<file path="src/rtl/apple2_bus_initiator.sv">
// Apple II slot-bus initiator: generates PHI1, address, R/W and slot selects
// from C7M, and runs single accesses or a three-write address load per command.
module apple2_bus_initiator (
    input  logic        C7M,
    input  logic        RES,
    input  logic [2:0]  SLOT,
    output logic        PHI1,
    output logic [15:0] A,
    output logic        nWE,
    output logic [7:0]  D_out,
    output logic        D_oe,
    input  logic [7:0]  D_in,
    output logic        nDEVSEL,
    output logic        nIOSEL,
    output logic        nIOSTRB,
    input  logic        cmd_valid,
    output logic        cmd_ready,
    input  logic [1:0]  cmd_op,
    input  logic        cmd_wr,
    input  logic [10:0] cmd_addr,
    input  logic [19:0] cmd_data,
    output logic        rsp_valid,
    output logic [7:0]  rsp_data
);

    localparam logic [1:0] OP_DEV  = 2'b00;
    localparam logic [1:0] OP_IO   = 2'b01;
    localparam logic [1:0] OP_STRB = 2'b10;
    localparam logic [1:0] OP_LOAD = 2'b11;

    typedef enum logic [2:0] {
        ST_IDLE,
        ST_SINGLE,
        ST_LOAD0,
        ST_LOAD1,
        ST_LOAD2
    } state_t;

    state_t      r_state;
    logic [2:0]  r_s;
    logic        r_phi1;
    logic [15:0] r_a;
    logic        r_nwe;
    logic [7:0]  r_dout;
    logic        r_doe;
    logic        r_ndev;
    logic        r_nio;
    logic        r_nstrb;
    logic        r_ready;
    logic        r_rsp_valid;
    logic [7:0]  r_rsp_data;
    logic [1:0]  r_op;
    logic        r_wr;
    logic [10:0] r_addr;
    logic [19:0] r_data;

    logic        w_s_end;
    logic        w_final;
    logic        w_accept;
    state_t      w_state_nx;
    logic [1:0]  w_op_nx;
    logic        w_wr_nx;
    logic [10:0] w_addr_nx;
    logic [19:0] w_data_nx;
    logic [15:0] w_a_nx;
    logic        w_nwe_nx;
    logic [7:0]  w_wdata;

    always_comb begin
        w_s_end    = (r_s == 3'd7);
        w_final    = (r_state == ST_SINGLE) || (r_state == ST_LOAD2);
        w_accept   = w_s_end && cmd_valid && r_ready;
        w_state_nx = r_state;
        w_op_nx    = r_op;
        w_wr_nx    = r_wr;
        w_addr_nx  = r_addr;
        w_data_nx  = r_data;
        if (w_s_end) begin
            case (r_state)
                ST_LOAD0: w_state_nx = ST_LOAD1;
                ST_LOAD1: w_state_nx = ST_LOAD2;
                default: begin
                    if (w_accept)
                        w_state_nx = (cmd_op == OP_LOAD) ? ST_LOAD0 : ST_SINGLE;
                    else
                        w_state_nx = ST_IDLE;
                end
            endcase
        end
        if (w_accept) begin
            w_op_nx   = cmd_op;
            w_wr_nx   = (cmd_op == OP_LOAD) ? 1'b1 : cmd_wr;
            w_addr_nx = cmd_addr;
            w_data_nx = cmd_data;
        end
    end

    // Address and R/W for the bus cycle about to start
    always_comb begin
        w_a_nx = 16'hFFFF;
        case (w_state_nx)
            ST_SINGLE: begin
                case (w_op_nx)
                    OP_DEV:  w_a_nx = {8'hC0, 1'b1, SLOT, w_addr_nx[3:0]};
                    OP_IO:   w_a_nx = {4'hC, 1'b0, SLOT, w_addr_nx[7:0]};
                    OP_STRB: w_a_nx = {5'b11001, w_addr_nx};
                    default: w_a_nx = 16'hFFFF;
                endcase
            end
            ST_LOAD0: w_a_nx = {8'hC0, 1'b1, SLOT, 4'h0};
            ST_LOAD1: w_a_nx = {8'hC0, 1'b1, SLOT, 4'h1};
            ST_LOAD2: w_a_nx = {8'hC0, 1'b1, SLOT, 4'h2};
            default:  w_a_nx = 16'hFFFF;
        endcase
        w_nwe_nx = (w_state_nx == ST_IDLE) ? 1'b1 : ~w_wr_nx;
    end

    always_comb begin
        w_wdata = r_data[7:0];
        case (r_state)
            ST_LOAD1: w_wdata = r_data[15:8];
            ST_LOAD2: w_wdata = {4'h0, r_data[19:16]};
            default:  w_wdata = r_data[7:0];
        endcase
    end

    always_ff @(posedge C7M) begin
        if (RES) begin
            r_state     <= ST_IDLE;
            r_s         <= 3'd7;
            r_phi1      <= 1'b0;
            r_a         <= 16'hFFFF;
            r_nwe       <= 1'b1;
            r_dout      <= 8'h00;
            r_doe       <= 1'b0;
            r_ndev      <= 1'b1;
            r_nio       <= 1'b1;
            r_nstrb     <= 1'b1;
            r_ready     <= 1'b0;
            r_rsp_valid <= 1'b0;
            r_rsp_data  <= 8'h00;
            r_op        <= OP_DEV;
            r_wr        <= 1'b0;
            r_addr      <= 11'h000;
            r_data      <= 20'h00000;
        end else begin
            r_s         <= w_s_end ? 3'd1 : r_s + 3'd1;
            r_phi1      <= w_s_end || (r_s == 3'd1) || (r_s == 3'd2);
            r_ready     <= (r_s == 3'd6) && ((r_state == ST_IDLE) || w_final);
            r_rsp_valid <= 1'b0;
            // PHI0 half of the cycle: assert the strobe and drive write data
            if ((r_s == 3'd3) && (r_state != ST_IDLE)) begin
                if ((r_state != ST_SINGLE) || (r_op == OP_DEV))
                    r_ndev <= 1'b0;
                else if (r_op == OP_IO)
                    r_nio <= 1'b0;
                else
                    r_nstrb <= 1'b0;
                r_doe <= r_wr;
                if (r_wr)
                    r_dout <= w_wdata;
            end
            if (w_s_end) begin
                r_state <= w_state_nx;
                r_op    <= w_op_nx;
                r_wr    <= w_wr_nx;
                r_addr  <= w_addr_nx;
                r_data  <= w_data_nx;
                r_a     <= w_a_nx;
                r_nwe   <= w_nwe_nx;
                r_ndev  <= 1'b1;
                r_nio   <= 1'b1;
                r_nstrb <= 1'b1;
                r_doe   <= 1'b0;
                if (w_final) begin
                    r_rsp_valid <= 1'b1;
                    r_rsp_data  <= ((r_state == ST_SINGLE) && !r_wr) ? D_in : 8'h00;
                end
            end
        end
    end

    assign PHI1      = r_phi1;
    assign A         = r_a;
    assign nWE       = r_nwe;
    assign D_out     = r_dout;
    assign D_oe      = r_doe;
    assign nDEVSEL   = r_ndev;
    assign nIOSEL    = r_nio;
    assign nIOSTRB   = r_nstrb;
    assign cmd_ready = r_ready;
    assign rsp_valid = r_rsp_valid;
    assign rsp_data  = r_rsp_data;

endmodule

</file>
<file path="config.mk">
export PLATFORM = sky130hd
export DESIGN_NAME = apple2_bus_initiator
export DESIGN_NICKNAME = d
export VERILOG_FILES = /design/src/rtl/apple2_bus_initiator.sv
export SDC_FILE = /design/constraint.sdc
export NUM_CORES = 1
export LEC_CHECK = 0
export ABC_AREA = 1
export CAP_MARGIN = 20
export CORE_UTILIZATION = 30
export DETAILED_ROUTE_END_ITERATION = 16
export GPL_TIMING_DRIVEN = 1
export HOLD_SLACK_MARGIN = 0.05
export PLACE_DENSITY_LB_ADDON = 0.05
export SETUP_SLACK_MARGIN = 0.2
export SLEW_MARGIN = 30
export SYNTH_ARGS = -nofsm -noshare
export SYNTH_HDL_FRONTEND = slang
export SYNTH_SLANG_ARGS = --single-unit
</file>
<file path="constraint.sdc">
create_clock -name C7M -period 2.4 [get_ports C7M]
set_input_delay 0.48 -clock C7M [delete_from_list [all_inputs] [get_ports C7M]]
set_output_delay 0.48 -clock C7M [all_outputs]
set_load 0.01 [all_outputs]
</file>
## Word level (Yosys, flattened, before mapping)

Cells that the tools add are included.

- Flip-flop bits (word level): 80
- Bits of input ports: 48
- Output and inout bits: 40
- Word-level logic and storage cells: 80

- Add/sub/neg operators: 1
- Equal/unequal tests: 18
- Mux-type cells: 15
- Bitwise operators: 4
- Reductions and logical operators: 24

Operators by type and width:

| cell | count |
|---|---|
| 16-bit case mux with 4 select lines | 1 |
| 14-bit case mux with 3 select lines | 1 |
| 3-bit by 2-bit equality test with 1-bit output, second input constant | 6 |
| 8-bit case mux with 2 select lines | 1 |
| 3-bit equality test, second input constant | 4 |
| 11-bit two-way mux | 1 |
| 3-bit by 1-bit equality test with 1-bit output, second input constant | 3 |
| 8-bit two-way mux | 1 |
| 2-bit AND reduction | 4 |
| 3-bit zero test | 2 |
| 2-bit two-way mux | 3 |
| 3-bit two-way mux | 2 |
| 3-bit case mux with 2 select lines | 1 |
| 3-bit AND reduction | 2 |
| 1-bit logical AND | 5 |
| 1-bit logical OR | 5 |
| 2-bit by 1-bit equality test with 1-bit output, second input constant | 2 |
| 2-bit equality test, second input constant | 2 |
| 2-bit zero test | 2 |
| 1-bit two-way mux | 4 |
| 1-bit NOT | 4 |
| 2-bit OR reduction | 2 |
| 3-bit by 1-bit adder with 3-bit output, second input constant | 1 |
| 3-bit by 1-bit != test with 1-bit output, second input constant | 1 |
| 2 further kinds | 2 |

## Logic depth before layout (Yosys ltp)

- Depth in word-level cells: 8
- Gate-level depth with buffers: 14
- Mapped depth without buffers: 12

## Worst setup path before layout

No wires, ideal clock.

- Path type: reg2reg
- From: reg r_s[0]
- To: reg r_a[10], in the netlist A[10]
- Library setup time: 0.122 ns
- Arrival: 1.737 ns
- Required time: 2.278 ns
- Setup slack: 0.541 ns
- Cell stages (with the launch flop): 11
- Path buffers: 3
- Period minus slack after synthesis: 1.859 ns
- Cell sequence: dfxtp_1 ha_1 ha_1 buf_4 nand3_2 buf_4 buf_6 mux2i_1 nor2_1 o21ai_0 a21oi_2

- Longest elaborated chain between the ends: 8
- Elaborated cells between the ends (all ways): 17
- Classes of those cells: 7 x eq/ne; 7 x mux; 3 x reduce/logical

Ends and longest elaborated chain:

| element | line | RTL |
|---|---|---|
| from (decl) | 40 | `logic [2:0] r_s;` |
| from (signal assigned) | 147 | `r_s <= w_s_end ? 3'd1 : r_s + 3'd1;` |
| 3-bit equality test * | 70 | `w_s_end = (r_s == 3'd7);` |
| 1-bit logical AND (2 in a row) | 72 | `w_accept = w_s_end && cmd_valid && r_ready;` |
| 2-bit two-way mux | 83 | `if (w_accept)` |
| 3-bit case mux with 2 select lines | 79 | `case (r_state)` |
| 3-bit two-way mux | 78 | `if (w_s_end) begin` |
| 3-bit equality test (tied with other cells) | 101 | `case (w_state_nx)` |
| 16-bit case mux with 4 select lines | 101 |  |
| to (signal assigned) | 169 | `r_a <= w_a_nx;` |
| to (decl) | 42 | `logic [15:0] r_a;` |

Mark *: on every way between the ends. The rest lies on a longest branch, timed or not.
A chain may end at the register's enable or synchronous reset.

## Worst setup path in the final report

- From: reg r_s[0]
- To: reg r_a[9], in the netlist A[9]

The elaborated chain is that of the path after synthesis.

==> flow_summary.toml <==
[synthesis]
synth_seq_area_share_pct = 47.2
ys_warn_count = 0
ys_types = 31
synth_cells = 429
syn_avg_cell_area_um2 = 7.61
ys_ff_latch = 77
synthesis.area_um2 = 3270

[critical_path]
setup.worst_path.end = "A[9]"
r2r-start = "r_s[0]"
crit_chain = "ha_1 > ha_4 > inv_2 > nor2_2 > a21oi_2 > inv_2 > nand3_2 > inv_2 > o21ai_0 > a21oi_2"
endpoint_kind = "flop"
critPathLaunch = "r_s[0]"
critPathKind = "reg2reg"
path_max_fanout = 9
required_ps = 2690
path_depth = 10
r2r_end = "A[9]"
cp_common_cell = "inv_2"
path_delay_family = "adder cells"
reg2reg_depth = 10
crit_path_max_incr_delay_ps = 380
cp_slowest_cell = "dfxtp_1"
worstPathArrival_ps = 2280
rrSetupSlack_ps = 420
cp.buffers_inverters = 3
startpoint_type = "flop"

[drt]
vias = 3003
avgRoutedWirePerCell_um = 12.9
detail_route.vias_per_cell = 4.56
drtAntennaViolNets = 0
drt_iter0_markers = 112
drt_pass1_iterations = 6
drc = 0
drt_wl_total_um = 8480

[clock_network]
cts-root-buf = "clkbuf_8"
cts_inserted_buffers = 9
numClockSinks = 77
cts_hold_buf = 0
cts-resized-gates = 0
h-tree-depth = 3
clockBufferDepth = 2
worstSkewPairLatency_ps = 350
clk_pin_slew_ps = 90
cts_setup_buffers = 0
cts_tree = "built"

[global_routing]
grt_max_degree = 22
grt_overflow = 0
track_usage_pct = 15.8
grt_antenna_before_repair = 0
grt_pass1_wl_um = 13900
grt_pass1_vias = 2872

[pwr]
cellPowerDensity_nw_per_um2 = 882
ir_worst_vdd_mv = 0.321
power.total_w = 0.00397
power_leakage_nw = 1.82

[flow_run]
cap_violations = 0

[floorplan]
io_pins = 88
std_cell_rows = 37
die_width_um = 106
die_area_um2 = 11300
start_util_pct = 31.4
die_h_um = 106
design.core.area_um2 = 10400

[placement]
pre_cts_ws_ps = 197
gp_congestion = 0.767
placed_cells = 643
port_buffers = 85
hpwl_um = 6340

[timing]
setup_tns_ps = 0
slew_viol_final = 0
layout_setup_ws_ps = 417
clock.fmax_mhz = 504
timing.hold.ws_ps = 437
min_period_ps = 1980
rsz0062_at_grt = "no"
fin_crit_sh_pct = 82.6
finalSetupViolations = 0
relSlewSlack_pct = 66.6
tightest_slew_ps = 500
hold_viol_final = 0
clock_skew_ps = 11.5

[cells_and_area]
fin_nets = 571
fin_cells = 659
final_common_cell = "nand2_1"
diodes = 0
drive_gt1_share_pct = 11.1
syn_to_final_growth_pct = 37.9
layout_common_cells = "86 x nand2_1, 85 x clkdlybuf4s50_1, 77 x dfxtp_1"

[min_path]
worstHoldPathType = "reg2reg"
hold_depth = 1

[run_status]
outcome = "complete, no violations"
==> Yosys cell counts <==
master    number  share of area [%]
conb_1         1               0.11
clkinv_1       1               0.11
inv_1         33                3.8
inv_4          1               0.19
buf_4          8                1.8
o22ai_1        5               0.96
o21ai_1        4               0.61
a21oi_4        1               0.50
nand2_1       86                9.9
nor2_4         2               0.69
clkbuf_1       8               0.92
buf_2          1               0.15
nand2_4        1               0.34
buf_6          1               0.34
a21boi_0       1               0.23
o22a_1         1               0.27
nand3_1       19                2.9
inv_2          7               0.80
nand4_1        5               0.96
dfxtp_1       77                 47
a21oi_1       52                8.0
nand2_2        8                1.5
nor2_2         1               0.19
mux2i_1        7                2.1
ha_1           5                1.9
o31ai_1        1               0.23
nand3_2        4                1.2
nor3_1         2               0.31
nor2_1        58                6.7
a21oi_2        6                1.6
o21ai_0       22                3.4
==> stage by stage <==
step	area, µm²	utilization (%)
2_1_floorplan	3270	-
3_3_place_gp	4260	40.9
3_5_place_dp	4260	40.9
4_1_cts	4490	43.1
5_1_grt	4500	43.2
6_report	4500	43.2
==> how the worst min path moves through the flow <==
stage	slack, ps	startpoint	to
after floorplan	400	r_s[0]	r_s[0]
after global placement	410	r_s[0]	r_s[0]
after detailed placement	420	r_s[0]	r_s[0]
after CTS	440	r_s[0]	r_s[0]
after global routing	460	r_s[0]	r_s[0]
final	440	r_s[0]	r_s[0]
==> power by group <==
part / internal (W) / total (W) / leakage, nW / switching [W]
clock network: 0.000623 / 0.00114 / 0.117 / 0.000515
registers: 0.00142 / 0.00153 / 0.625 / 0.000113
logic: 0.000523 / 0.00130 / 1.08 / 0.000776
total: 0.00257 / 0.00397 / 1.82 / 0.00140
==> flip-flops by register name (all words and copies together) (netlist names) <==
signal / count
nWE: 1
D_out: 8
r_addr: 11
r_wr: 1
r_s: 3
D_oe: 1
r_data: 20
rsp_data: 8
rsp_valid: 1
r_state: 3
nIOSTRB: 1
nIOSEL: 1
nDEVSEL: 1
A: 13
r_op: 2
cmd_ready: 1
PHI1: 1
==> cells by family (layout without fill, tap and decap cells) <==
group | after synthesis | after routing | share of synthesized area [%]
adder cells (fa/ha/maj) | 5 | 5 | 1.92
AO/OA/AOI/OAI | 93 | 93 | 15.7
flip-flops | 77 | 77 | 47.2
AND/OR/NAND/NOR | 186 | 186 | 24.7
multiplexers | 7 | 7 | 2.15
buffers and inverters | 60 | 153 | 8.16
other | 1 | 2 | 0.115
==> per-layer routing <==
layer | GRT usage (%) | share of wire (%) | routed length [µm] | up-vias
li1 | - | - | - | 1562
met1 | 19.9 | 47 | 3960 | 1365
met2 | 26.5 | 47 | 4000 | 68
met3 | 4.29 | 5.2 | 437 | 8
met4 | 4.17 | 1.0 | 89 | 0
met5 | 0 | 0 | 0 | -
==> worst register-to-register path, stage by stage (launching register included) <==
cell and delay (ps):
dfxtp_1 380, ha_1 250, ha_4 220, inv_2 80, nor2_2 230, a21oi_2 90
inv_2 100, nand3_2 190, inv_2 140, o21ai_0 120, a21oi_2 120
==> final cells by class <==
cell class,instances,area [µm²]
Timing Repair Buffer,95,926
Multi-Input combinational cell,293,1470
Inverter,42,160
Clock buffer,10,138
Sequential cell,77,1540
Clock inverter,6,95.1
Tap cell,136,170
Fill cell,1088,5910
No activity file was read; power rests on OpenSTA's default activity.
